## config.mk

```make
export PLATFORM = sky130hd
export DESIGN_NAME = pll_rst_ctrl
export DESIGN_NICKNAME = d
export VERILOG_FILES = /design/src/rtl/pll_rst_ctrl.sv
export SDC_FILE = /design/constraint.sdc
export NUM_CORES = 1
export LEC_CHECK = 0
export CAP_MARGIN = 15
export CORE_MARGIN = 4
export CORE_UTILIZATION = 45
export CTS_BUF_LIST = sky130_fd_sc_hd__clkbuf_4 sky130_fd_sc_hd__clkbuf_8
export CTS_CLUSTER_DIAMETER = 30
export DETAILED_ROUTE_END_ITERATION = 6
export GPL_TIMING_DRIVEN = 0
export PLACE_DENSITY = 0.69
export SYNTH_ARGS = -nofsm -noshare
export SYNTH_HDL_FRONTEND = slang
export SYNTH_SLANG_ARGS = --single-unit
```

## constraint.sdc

```tcl
create_clock -name sys_clk -period 3.1 [get_ports sys_clk]
set_clock_uncertainty 0.2 [all_clocks]
set_input_delay 0.31 -clock sys_clk [delete_from_list [all_inputs] [get_ports sys_clk]]
set_output_delay 0.31 -clock sys_clk [all_outputs]
set_load 0.005 [all_outputs]
```

## src/rtl/pll_rst_ctrl.sv

```systemverilog
// -----------------------------------------------------------------------------
// pll_rst_ctrl
//
// Purpose
//   Sequences the clock-generation PLL from sys_clk. The PLL is held in reset
//   for a fixed pulse. The block then waits for pll_locked and requires lock to
//   stay high for a qualifying window before clk_ready is raised. Downstream
//   users of the PLL clocks gate themselves on clk_ready. A loss of lock, or a
//   soft restart request, re-runs the whole sequence. Lock losses seen while
//   READY are counted.
//
// Optional feature (compile-time macro)
//   PLL_LOCK_TIMEOUT_EN
//     Defined:   WAIT_LOCK is bounded to TIMEOUT_CYC cycles. On expiry the
//                block raises the sticky timeout_err and retries the reset
//                pulse, forever.
//     Undefined: WAIT_LOCK waits indefinitely and timeout_err is tied low.
//
// Parameters
//   RST_HOLD_CYC  sys_clk cycles pll_rst is held high per reset pulse (>=1)
//   STABLE_CYC    consecutive synchronised-lock cycles required before READY
//   TIMEOUT_CYC   WAIT_LOCK bound, used only with PLL_LOCK_TIMEOUT_EN
//   CNT_W         phase counter width; must hold the largest of the three
//
// Ports
//   sys_clk       in   system clock, sole clock of this block
//   sys_rst_n     in   asynchronous active-low reset
//   pll_locked    in   PLL lock, asynchronous to sys_clk (2-flop synchronised)
//   soft_restart  in   one-cycle request to re-run the reset sequence
//   pll_rst       out  active-high reset to the PLL IP
//   clk_ready     out  PLL outputs qualified usable
//   lock_lost     out  one-cycle pulse when synchronised lock drops in READY
//   relock_cnt    out  lock-loss count, saturating at 255
//   timeout_err   out  sticky WAIT_LOCK timeout flag
// -----------------------------------------------------------------------------
module pll_rst_ctrl #(
   parameter int RST_HOLD_CYC = 10,
   parameter int STABLE_CYC   = 1000,
   parameter int TIMEOUT_CYC  = 50000,
   parameter int CNT_W        = 16
) (
   input  logic       sys_clk,
   input  logic       sys_rst_n,
   input  logic       pll_locked,
   input  logic       soft_restart,
   output logic       pll_rst,
   output logic       clk_ready,
   output logic       lock_lost,
   output logic [7:0] relock_cnt,
   output logic       timeout_err
);

   typedef enum logic [1:0] {
      RESET_PLL = 2'd0,
      WAIT_LOCK = 2'd1,
      STABLE    = 2'd2,
      READY     = 2'd3
   } state_t;

   // Terminal counts of each timed phase.
   localparam logic [CNT_W-1:0] RST_LAST    = CNT_W'(RST_HOLD_CYC - 1);
   localparam logic [CNT_W-1:0] STABLE_LAST = CNT_W'(STABLE_CYC - 1);

   // Largest terminal count of any phase. The counter never advances beyond
   // it, so a mis-sized CNT_W cannot let the counter wrap and re-hit a
   // terminal value.
   localparam int CNT_NEED_A = (RST_HOLD_CYC > STABLE_CYC) ? RST_HOLD_CYC : STABLE_CYC;
   localparam int CNT_NEED   = (CNT_NEED_A > TIMEOUT_CYC) ? CNT_NEED_A : TIMEOUT_CYC;
   localparam logic [CNT_W-1:0] CNT_TOP = CNT_W'(CNT_NEED - 1);

`ifdef PLL_LOCK_TIMEOUT_EN
   localparam logic [CNT_W-1:0] TIMEOUT_LAST = CNT_W'(TIMEOUT_CYC - 1);
`endif

   state_t           state_q;
   state_t           state_d;
   logic [CNT_W-1:0] cnt_q;
   logic [CNT_W-1:0] cnt_d;
   logic             lock_meta_q;
   logic             lock_s;
   logic             lock_lost_d;
   logic [7:0]       relock_cnt_d;
   logic             timeout_d;

   function automatic logic [CNT_W-1:0] cnt_inc(input logic [CNT_W-1:0] v);
      return (v == CNT_TOP) ? v : v + CNT_W'(1);
   endfunction

   // --------------------------------------------------------------------------
   // pll_locked synchroniser. lock_s lags pll_locked by two sys_clk edges, and
   // every decision below uses lock_s only.
   // --------------------------------------------------------------------------
   always_ff @(posedge sys_clk or negedge sys_rst_n) begin
      if (!sys_rst_n) begin
         lock_meta_q <= 1'b0;
         lock_s      <= 1'b0;
      end else begin
         lock_meta_q <= pll_locked;
         lock_s      <= lock_meta_q;
      end
   end

   // --------------------------------------------------------------------------
   // State and counter registers, plus outputs.
   // The outputs are decoded from the next state, so each output changes on
   // the same edge as the state it belongs to, and still leaves a flop.
   // --------------------------------------------------------------------------
   always_ff @(posedge sys_clk or negedge sys_rst_n) begin
      if (!sys_rst_n) begin
         state_q    <= RESET_PLL;
         cnt_q      <= '0;
         pll_rst    <= 1'b1;
         clk_ready  <= 1'b0;
         lock_lost  <= 1'b0;
         relock_cnt <= 8'd0;
      end else begin
         state_q    <= state_d;
         cnt_q      <= cnt_d;
         pll_rst    <= (state_d == RESET_PLL);
         clk_ready  <= (state_d == READY);
         lock_lost  <= lock_lost_d;
         relock_cnt <= relock_cnt_d;
      end
   end

`ifdef PLL_LOCK_TIMEOUT_EN
   always_ff @(posedge sys_clk or negedge sys_rst_n) begin
      if (!sys_rst_n) begin
         timeout_err <= 1'b0;
      end else begin
         timeout_err <= timeout_d;
      end
   end
`else
   assign timeout_err = 1'b0;
`endif

   // --------------------------------------------------------------------------
   // Next-state logic
   // --------------------------------------------------------------------------
   always_comb begin
      state_d      = state_q;
      cnt_d        = cnt_q;
      lock_lost_d  = 1'b0;
      relock_cnt_d = relock_cnt;
      timeout_d    = timeout_err;

      case (state_q)
         // Fixed-length PLL reset pulse. A restart request here would only
         // restart a pulse that is already running, so it is ignored.
         RESET_PLL: begin
            if (cnt_q == RST_LAST) begin
               state_d = WAIT_LOCK;
               cnt_d   = '0;
            end else begin
               cnt_d = cnt_inc(cnt_q);
            end
         end

         WAIT_LOCK: begin
            if (soft_restart) begin
               state_d = RESET_PLL;
               cnt_d   = '0;
            end else if (lock_s) begin
               // Lock arriving on the last allowed cycle beats the timeout.
               state_d = STABLE;
               cnt_d   = '0;
            end
`ifdef PLL_LOCK_TIMEOUT_EN
            else if (cnt_q == TIMEOUT_LAST) begin
               timeout_d = 1'b1;
               state_d   = RESET_PLL;
               cnt_d     = '0;
            end else begin
               cnt_d = cnt_inc(cnt_q);
            end
`endif
         end

         // The qualifying window must be unbroken. Any dropout sends the
         // sequence back to WAIT_LOCK without being treated as a lock loss.
         STABLE: begin
            if (soft_restart) begin
               state_d = RESET_PLL;
               cnt_d   = '0;
            end else if (!lock_s) begin
               state_d = WAIT_LOCK;
               cnt_d   = '0;
            end else if (cnt_q == STABLE_LAST) begin
               state_d = READY;
               cnt_d   = '0;
            end else begin
               cnt_d = cnt_inc(cnt_q);
            end
         end

         // A lock loss takes priority over a coincident soft restart. Both
         // lead to RESET_PLL, but only the loss pulses and is counted.
         READY: begin
            if (!lock_s) begin
               lock_lost_d = 1'b1;
               if (relock_cnt != 8'hFF) begin
                  relock_cnt_d = relock_cnt + 8'd1;
               end
               state_d = RESET_PLL;
               cnt_d   = '0;
            end else if (soft_restart) begin
               state_d = RESET_PLL;
               cnt_d   = '0;
            end
         end

         default: begin
            state_d = RESET_PLL;
            cnt_d   = '0;
         end
      endcase
   end

endmodule

```

==> impl_metrics.csv, run 1 <==
group,metric,value,unit
cells_and_area,drive_above_1_share,12.0,%
route,postRouteAntennaNets,0,
synth,synth_top_cell_area_share,44.9,%
synth,synth_largest_area_cell,"dfrtp_1",
synth,synthTopCellsByCount,"30 x dfrtp_1, 14 x a22oi_1, 8 x inv_1",
power,power_density,597,nW/um^2
clock_tree,hold_buffers,0,
clock_tree,cts_sinks,31,
timing,fin_setup_tns,0,ps
route,wl_per_cell,15.3,microns
outcome,status,"complete, no violations",
cells_and_area,final_cells,229,
critical_path,cp_common_cell,"a22oi_1",
cells_and_area,antenna_cells,0,
placed_design,hpwl,2480,microns
worst_hold_path,hold_path.class,"flip-flop to flip-flop",
timing,hold_violations,0,
timing,fin_crit,2440,ps
clock_tree,cts-root-buf,"clkbuf_8",
critical_path,slowest_delay,590,ps
critical_path,critical-path-top-delay-family,"compound AO/OA/AOI/OAI gates",
synth,synth_warnings,0,
critical_path,cp_data_required_time,3050,ps
placed_design,gp_congestion,0.807,
synth,yosysMostFrequentCell,"dfrtp_1",
critical_path,cp_slowest_cell,"a22oi_1",
critical_path,crit_path_start,"cnt_q[10]",
global_route,overflow,0,
floorplan,die_x,69.0,microns
critical_path,worst_setup_path_end_kind,"flip-flop",
clock_tree,clock_latency,290,ps
synth,syn_area,1670,sq um
critical_path,path_cells,"nor4_2 -> nand4_1 -> a22oi_1 -> buf_2 -> a22oi_1",
cells_and_area,fillers,308,
timing,slew_headroom,57.3,%
critical_path,r2r_setup_slack,660,ps
power,cellLeakagePower,0.000849,uW
clock_tree,cts_setup_buffers,0,
clock_tree,cts_tree,"built",
global_route,grt_max_degree,21,
critical_path,r2r_end,"cnt_q[11]",
synth,syn_nets,167,
clock_tree,cts-resized-gates,0,
cells_and_area,regArea,777,sq um
synth,ys_seq_elements,31,
worst_hold_path,worstHoldEndpoint,"lock_s",
critical_path,worstSetupStartpointType,"flip-flop",
placed_design,place_inst,221,
floorplan,core,3470,sq um
synth,synth_top_flop_cell,"dfrtp_1",
clock_tree,clkTransAtPathRegs,60,ps
global_route,grt_pass1_wl,5960,microns
timing,setup_viol,0,
cells_and_area,multi_input_area,811,sq um
route,via_per_inst,5.79,
critical_path,path_class,"flip-flop to flip-flop",
power,ir_drop,415,uV
clock_tree,cts_buffer_depth,2,
floorplan,pin_count,16,
route,first_iter_violations,59,
critical_path,crit_fanout,10,
synth,synth_area_leaders,"dfrtp_1 45%, a22oi_1 6.3%, o31ai_1 3.1%",
synth,synthArstFlopShare,100,%
worst_hold_path,hp-start,"lock_meta_q",
critical_path,rr_worst_depth,5,
cells_and_area,final_util,57.4,%
timing,max_freq,0.410,GHz
global_route,grt_use_total,17.1,%
global_route,grt_pass1_vias,1303,
critical_path,r2r-start,"cnt_q[10]",
timing,rsz0062_at_grt,"no",
route,route.detailed.drc,0,
timing,worstMarginPinSlew,640,ps
worst_hold_path,hold_depth,0,
cells_and_area,layout.nets,189,
critical_path,critPathArrivalTime,2390,ps
run,drv_cap,0,
floorplan,start_util,48.2,%
synth,yosysSeqAreaShare,46.4,%
floorplan,die_h,69.0,microns
critical_path,crit_buf_inv,1,
route,dr.pass1.iters,4,
route,routed_wirelength,3500,microns
placed_design,io_buffers,14,
synth,synth_cells,160,
clock_tree,htreeDepth,2,
clock_tree,cts-buffers-inserted,5,
timing,maxSlewViolCount,0,
route,vias,1327,
global_route,grt_antenna_before_repair,0,
floorplan,std_cell_rows,21,
floorplan,die_area,4760,sq um
timing,period_share,78.7,%
synth,avgSynthCellArea,10.5,sq um
synth,yosysUniqueCellTypes,44,
cells_and_area,syn_to_final_growth,18.9,%
synth,synth_edf_count,0,
## sequential cells by signal, summed over array words and instances (netlist names)
signal and flops:
cnt_q 16, relock_cnt 8, state_q 2, clk_ready 1, lock_lost 1, lock_meta_q 1, lock_s 1, pll_rst 1
## worst register-to-register path: cells and delay by family (launching register included)
kind,cells,cell delay [ps]
compound gates,2,710
buf+inv,1,340
flops,1,440
simple gates,2,630
## metal layers
| metal | wire [microns] | track usage, % | share of wire [%] |
|---|---|---|---|
| met4 | 62 | 8.03 | 1.8 |
| met5 | 0 | 0 | 0 |
| met1 | 1630 | 22.3 | 47 |
| met3 | 116 | 4.38 | 3.3 |
| met2 | 1690 | 26.5 | 48 |
## cell families (layout without fill, tap and decap cells)
family / count (synthesis) / count (layout) / synth area share [%]
AND/OR/NAND/NOR: 57 / 57 / 21.1
AO/OA/AOI/OAI: 40 / 40 / 18.5
multiplexers: 1 / 1 / 0.673
flip-flops: 31 / 31 / 46.4
buffers and inverters: 16 / 39 / 5.09
adder cells (fa/ha/maj): 3 / 3 / 2.24
other: 1 / 1 / 0.224
XOR/XNOR: 11 / 11 / 5.76
## layout make-up
type,instances,share of cell area (%)
clock buffer,8,5.22
multi-input combinational,113,40.8
sequential,31,39.1
buffer,8,2.77
timing repair buffer,15,7.80
inverter,8,1.51
tap,46,2.89
## how the worst max path moves through the flow
stage | to | slack (ps) | cells past startpoint
global route | cnt_q[10] | 520 | 5
CTS | cnt_q[9] | 640 | 5
floorplan | cnt_q[4] | 1140 | 6
finish | cnt_q[11] | 660 | 5
global placement | cnt_q[11] | 750 | 5
detailed placement | cnt_q[9] | 670 | 5
## placed cells by master (no fill, tap or decap), drive strengths merged, types with 2 or more instances in the layout
cell / instances
dfrtp: 30
a22oi: 14
clkdlybuf4s50: 14
clkbuf: 9
inv: 8
o31ai: 8
buf: 8
nand3: 7
nand2: 7
or4: 7
or3: 7
xnor2: 6
o21ai: 6
nor2: 5
nand4: 5
xor2: 5
a21oi: 3
ha: 3
nor4: 3
nor3b: 2
nor3: 2
nor4bb: 2
and3b: 2
nor2b: 2
a211oi: 2
## through the flow
| step | total power, uW | cell area [sq um] | hold WS, ps | worst slack [ps] |
|---|---|---|---|---|
| after global placement | 814 | 1870 | 132 | 751 |
| after floorplan | 723 | 1670 | -186 | 1140 |
| after detailed placement | 836 | 1890 | 139 | 667 |
| final | 1190 | 1990 | 150 | 659 |
| after CTS | 1200 | 1990 | 153 | 642 |
| after global routing | 1260 | 1990 | 166 | 524 |
## power by group
part | total, uW | leakage (uW) | internal (uW) | switching (uW)
logic | 317 | 0.000376 | 143 | 174
registers | 515 | 0.000418 | 459 | 55.5
clock network | 357 | 0.0000549 | 211 | 146
Note: power is estimated with default switching activity, not from simulation.
==> run 2: changes to the inputs <==
--- a/config.mk
+++ b/config.mk
@@ -12,7 +12,7 @@
 export CTS_CLUSTER_DIAMETER = 30
 export DETAILED_ROUTE_END_ITERATION = 6
 export GPL_TIMING_DRIVEN = 0
-export PLACE_DENSITY = 0.69
+export PLACE_DENSITY = 0.72
 export SYNTH_ARGS = -nofsm -noshare
 export SYNTH_HDL_FRONTEND = slang
 export SYNTH_SLANG_ARGS = --single-unit
==> constraint.sdc (replaced) <==
create_clock -name sys_clk -period 2 [get_ports sys_clk]
set_clock_uncertainty 0.2 [all_clocks]
set_input_delay 0.2 -clock sys_clk [delete_from_list [all_inputs] [get_ports sys_clk]]
set_output_delay 0.2 -clock sys_clk [all_outputs]
set_load 0.005 [all_outputs]
==> run 2 against run 1 <==
Net effect: the flow now finishes with violations (negative setup slack); critical path depth rose by 2; worst hold slack improved by 2.2 ps; global-route usage rose by 0.33 points; register-to-register slack got worse by 720 ps; clock-buffer cell count fell by 3; cell area rose by 12%; critical path type unchanged; highest routed layer unchanged.
==> impl_metrics.csv, run 2 (synthesized netlist as in run 1, its figures left out) <==
group,metric,value,unit
outcome,status,"finished, violations left",
outcome,violations,"negative setup slack",
critical_path,r2r-start,"cnt_q[1]",
global_route,grt_max_degree,18,
timing,rsz0062_at_grt,"yes",
power,ir_drop,613,uV
cells_and_area,final_common_cell,"dfrtp_1",
global_route,grt_use_total,17.5,%
clock_tree,htreeDepth,2,
timing,fin_crit,2060,ps
global_route,grt_pass1_wl,6230,microns
worst_hold_path,hold_path.class,"flip-flop to flip-flop",
placed_design,io_buffers,14,
critical_path,worst_setup_path_end_kind,"flip-flop",
cells_and_area,drive_above_1_share,32.1,%
cells_and_area,syn_to_final_growth,33.2,%
critical_path,crit_path_start,"cnt_q[1]",
timing,period_share,103,%
clock_tree,cts-root-buf,"clkbuf_8",
critical_path,cp_slowest_cell,"dfrtp_1",
timing,fin_setup_tns,-374,ps
floorplan,core,3470,sq um
route,postRouteAntennaNets,0,
critical_path,path_cells,"inv_1 -> ha_2 -> nor4bb_2 -> nand4_1 -> a22oi_2 -> buf_4 -> a22oi_1",
cells_and_area,final_cell_mix,"22 x dfrtp_1, 14 x clkdlybuf4s50_1, 12 x buf_4",
timing,worstMarginPinSlew,762,ps
floorplan,die_x,69.0,microns
global_route,grtUsageMet2,28.9,%
global_route,grt_busiest_layer,"met2",
critical_path,critical-path-top-delay-family,"compound AO/OA/AOI/OAI gates",
floorplan,die_h,69.0,microns
clock_tree,cts_tree,"built",
route,wl_per_cell,15.8,microns
run,drv_cap,0,
route,via_per_inst,5.73,
critical_path,crit_buf_inv,2,
global_route,grt_util_met1,23.0,%
clock_tree,clock_latency,280,ps
floorplan,pin_count,16,
timing,setup_viol,13,
route,dr.pass1.iters,4,
power,total_power,2010,uW
critical_path,crit_cells,7,
cells_and_area,final_cells,239,
critical_path,r2r_end,"cnt_q[2]",
cells_and_area,layout.nets,199,
global_route,met3_usage,2.92,%
cells_and_area,antenna_cells,0,
floorplan,die_area,4760,sq um
cells_and_area,largest_reg_flops,16,
power,cellLeakagePower,0.000896,uW
timing,hold_slack,152,ps
power,power_density,903,nW/um^2
critical_path,r2r_setup_slack,-60,ps
critical_path,critPathArrivalTime,2010,ps
floorplan,std_cell_rows,21,
cells_and_area,largest-register,"cnt_q",
route,route.detailed.drc,0,
critical_path,cp_data_required_time,1950,ps
global_route,grt_pass1_vias,1360,
clock_tree,cts_buffer_depth,2,
cells_and_area,reg.largest.list,"cnt_q x16, relock_cnt x8, state_q x2",
critical_path,path_class,"flip-flop to flip-flop",
timing,max_freq,0.486,GHz
critical_path,crit_path_end,"cnt_q[2]",
route,first_iter_violations,54,
route,routed_wirelength,3780,microns
clock_tree,clkTransAtPathRegs,70,ps
cells_and_area,final_util,64.2,%
clock_tree,cts_sinks,31,
floorplan,start_util,48.2,%
timing,maxSlewViolCount,0,
placed_design,place_inst,221,
global_route,grt_antenna_before_repair,0,
critical_path,worstSetupStartpointType,"flip-flop",
route,vias,1370,
clock_tree,cts-buffers-inserted,5,
clock_tree,hold_buffers,0,
placed_design,hpwl,2550,microns
placed_design,gp_congestion,0.818,
critical_path,crit_fanout,4,
critical_path,rr_worst_depth,7,
timing,slew_headroom,49.0,%
timing,setup_ws,-58.5,ps
timing,hold_violations,0,
global_route,overflow,0,
critical_path,slowest_delay,430,ps
-- run 2: cell count changes in the layout (fill, tap and decap cells not counted), sizes merged --
cell      previous run  this run
buf                  8        19
clkbuf               9         5
clkinv               0         1
clkinvlp             0         2
-- run 2: final cells by class --
cell class	count	area [sq um]
Clock buffer	5	68.8
Tap cell	46	57.6
Sequential cell	31	787
Buffer	7	65.1
Multi-Input combinational cell	113	946
Timing Repair Buffer	26	254
Fill cell	292	1240
Clock inverter	3	20.0
Inverter	8	30.0
-- run 2: how the worst min path moves through the flow --
| stage | startpoint | endpoint | slack, ps | cells past startpoint |
|---|---|---|---|---|
| finish | lock_meta_q | lock_s | 150 | 0 |
| global route | pll_locked | lock_meta_q | 160 | 1 |
| global placement | lock_meta_q | lock_s | 130 | 0 |
| detailed placement | lock_meta_q | lock_s | 140 | 0 |
| floorplan | sys_rst_n | clk_ready | -300 | 0 |
| CTS | lock_meta_q | lock_s | 150 | 0 |
-- run 2: stage by stage --
stage	worst slack, ps	instance area [sq um]
after floorplan	41.6	1670
after global placement	-353	1870
after detailed placement	-428	1900
after CTS	-33.2	2040
after global routing	-157	2230
final	-58.5	2230
-- run 2: what timing repair did --
item	CTS	global route
pin swaps	6	6
gates cloned	0	1
setup buffers	4	6
gates resized for setup	6	34
endpoints found under the setup margin	16	24
-- run 2: metal layers --
| metal | share of wire (%) | wire length (microns) |
|---|---|---|
| met1 | 45 | 1680 |
| met2 | 53 | 2000 |
| met3 | 1.6 | 61 |
| met4 | 0.98 | 37 |
| met5 | 0 | 0 |
-- run 2: report_power, final --
group / internal [uW] / total (uW) / leakage [uW] / switching [uW]
registers: 717 / 819 / 0.000407 / 101
clock network: 241 / 479 / 0.0000402 / 237
logic: 361 / 715 / 0.000449 / 354
==> run 3: changes to the inputs <==
--- a/config.mk
+++ b/config.mk
@@ -12,6 +12,7 @@
 export CTS_CLUSTER_DIAMETER = 30
 export DETAILED_ROUTE_END_ITERATION = 6
 export GPL_TIMING_DRIVEN = 0
+export MAX_ROUTING_LAYER = met4
 export PLACE_DENSITY = 0.72
 export SYNTH_ARGS = -nofsm -noshare
 export SYNTH_HDL_FRONTEND = slang
==> run 3 against run 2 <==
Net effect: clock power about the same; routed wire length increased by 0.19%; critical path type unchanged; first-iteration DRC count unchanged; sequential power about the same; worst setup slack improved by 1.7 ps; the run still ends with negative setup slack left; critical path depth unchanged; utilization unchanged; non-clock buffer count unchanged; global-route usage increased by 0.49 points; worst hold slack improved by 0.88 ps; sequential share of layout area unchanged; register-to-register slack about the same.
==> impl_metrics.csv, run 3 (synthesized netlist as in run 1, its figures left out) <==
group,metric,value,unit
clock_tree,hold_buffers,0,
clock_tree,clkTransAtPathRegs,70,ps
timing,setup_ws,-56.8,ps
route,postRouteAntennaNets,0,
route,route.detailed.drc,0,
power,clkPwrFrac,23.7,%
cells_and_area,syn_to_final_growth,33.2,%
critical_path,critPathArrivalTime,2010,ps
critical_path,cp_slowest_cell,"dfrtp_1",
global_route,overflow,0,
power,power_density,904,nW/um^2
cells_and_area,reg.largest.list,"cnt_q x16, relock_cnt x8, state_q x2",
critical_path,crit_fanout,4,
clock_tree,cts_tree,"built",
floorplan,die_area,4760,sq um
floorplan,core,3470,sq um
critical_path,worst_setup_path_end_kind,"flip-flop",
global_route,grt_use_total,17.9,%
critical_path,r2r_end,"cnt_q[2]",
run,drv_cap,0,
power,p_sw,694,uW
cells_and_area,layout.nets,199,
clock_tree,cts_buffer_depth,2,
cells_and_area,fillers,292,
placed_design,gp_congestion,0.830,
timing,hold_violations,0,
timing,period_share,103,%
critical_path,path_cells,"inv_1 -> ha_2 -> nor4bb_2 -> nand4_1 -> a22oi_2 -> buf_4 -> a22oi_1",
critical_path,path_class,"flip-flop to flip-flop",
floorplan,start_util,48.2,%
power,netSwitchingFraction,34.5,%
timing,hold_slack,153,ps
cells_and_area,antenna_cells,0,
global_route,grt_pass1_wl,6230,microns
clock_tree,cts-buffers-inserted,5,
placed_design,io_buffers,14,
cells_and_area,largest-register,"cnt_q",
global_route,grt_antenna_before_repair,0,
worst_hold_path,worstHoldEndpoint,"lock_s",
worst_hold_path,hp-start,"lock_meta_q",
critical_path,crit_buf_inv,2,
cells_and_area,final_cells,239,
placed_design,place_inst,221,
critical_path,r2r_setup_slack,-60,ps
power,internal-power,1320,uW
floorplan,std_cell_rows,21,
critical_path,crit_cells,7,
timing,worstMarginPinSlew,763,ps
route,first_iter_violations,54,
critical_path,cp_data_required_time,1950,ps
timing,setup_viol,13,
clock_tree,cts_sinks,31,
clock_tree,htreeDepth,2,
timing,maxSlewViolCount,0,
route,dr.pass1.iters,4,
cells_and_area,final_common_cell,"dfrtp_1",
outcome,status,"finished, violations left",
timing,slew_headroom,49.0,%
power,p_seq_share,40.7,%
route,via_per_inst,5.73,
floorplan,die_h,69.0,microns
critical_path,slowest_delay,430,ps
timing,max_freq,0.486,GHz
critical_path,critical-path-top-delay-family,"compound AO/OA/AOI/OAI gates",
cells_and_area,drive_above_1_share,32.1,%
floorplan,die_x,69.0,microns
global_route,grt_max_degree,18,
critical_path,worstSetupStartpointType,"flip-flop",
power,ir_drop,615,uV
route,vias,1370,
clock_tree,clock_latency,280,ps
floorplan,pin_count,16,
global_route,grt_pass1_vias,1362,
cells_and_area,largest_reg_flops,16,
timing,rsz0062_at_grt,"yes",
outcome,violations,"negative setup slack",
power,combPwrFrac,35.6,%
critical_path,rr_worst_depth,7,
critical_path,r2r-start,"cnt_q[1]",
route,wl_per_cell,15.8,microns
worst_hold_path,hold_path.class,"flip-flop to flip-flop",
timing,fin_crit,2060,ps
cells_and_area,final_cell_mix,"22 x dfrtp_1, 14 x clkdlybuf4s50_1, 12 x buf_4",
worst_hold_path,hold_depth,0,
placed_design,hpwl,2550,microns
clock_tree,cts-root-buf,"clkbuf_8",
power,cellLeakagePower,0.000896,uW
route,routed_wirelength,3790,microns
[run 3: cell counts in the layout (fill, tap and decap cells not counted)]
No cell type changed its count.
[run 3: metrics by stage]
step                utilization [%]  worst slack, ps  power, uW  cell area (sq um)  TNS, ps
floorplan                         -             41.6       1120               1670        0
global placement               53.9             -353       1260               1870    -4120
CTS                            58.8            -33.2       1830               2040     -326
finish                         64.2            -56.8       2010               2230     -351
global route                   64.2             -157       2140               2230    -1780
detailed placement             54.7             -428       1300               1900    -5070
[run 3: layer usage]
metal | routed length, microns | up-vias | track usage [%] | share of wire [%]
li1 | - | 672 | - | -
met1 | 1690 | 683 | 23.0 | 45
met2 | 2000 | 12 | 28.9 | 53
met3 | 62 | 3 | 2.92 | 1.6
met4 | 30 | 0 | 5.84 | 0.79
met5 | 0 | - | - | 0
[run 3: what timing repair did]
item | CTS | global route
setup endpoints to repair | 16 | 24
pin swaps | 6 | 6
cloned | 0 | 1
buffers inserted | 4 | 6
resized for setup | 6 | 34
[run 3: worst max-delay path by stage]
stage / startpoint / endpoint / slack [ps]
3_5_place_dp: cnt_q[10] / cnt_q[12] / -430
3_3_place_gp: cnt_q[10] / cnt_q[7] / -350
2_1_floorplan: cnt_q[0] / cnt_q[4] / 40
5_1_grt: cnt_q[1] / cnt_q[15] / -160
6_report: cnt_q[1] / cnt_q[2] / -60
4_1_cts: cnt_q[13] / cnt_q[3] / -30
[run 3: power by group through the flow]
stage | sequential (uW) | combinational (uW) | clock [uW]
after CTS | 794 | 543 | 491
after detailed placement | 805 | 497 | 0
after global placement | 800 | 463 | 0
after global routing | 834 | 781 | 528
after floorplan | 792 | 329 | 0
final | 820 | 716 | 478
[run 3: area by class of cell]
type / count / area, sq um / area share (%)
Buffer: 7 / 65.1 / 2.92
Timing Repair Buffer: 26 / 254 / 11.4
Sequential cell: 31 / 787 / 35.3
Multi-Input combinational cell: 113 / 946 / 42.4
Tap cell: 46 / 57.6 / 2.58
Clock buffer: 5 / 68.8 / 3.09
Inverter: 8 / 30.0 / 1.35
Clock inverter: 3 / 20.0 / 0.898
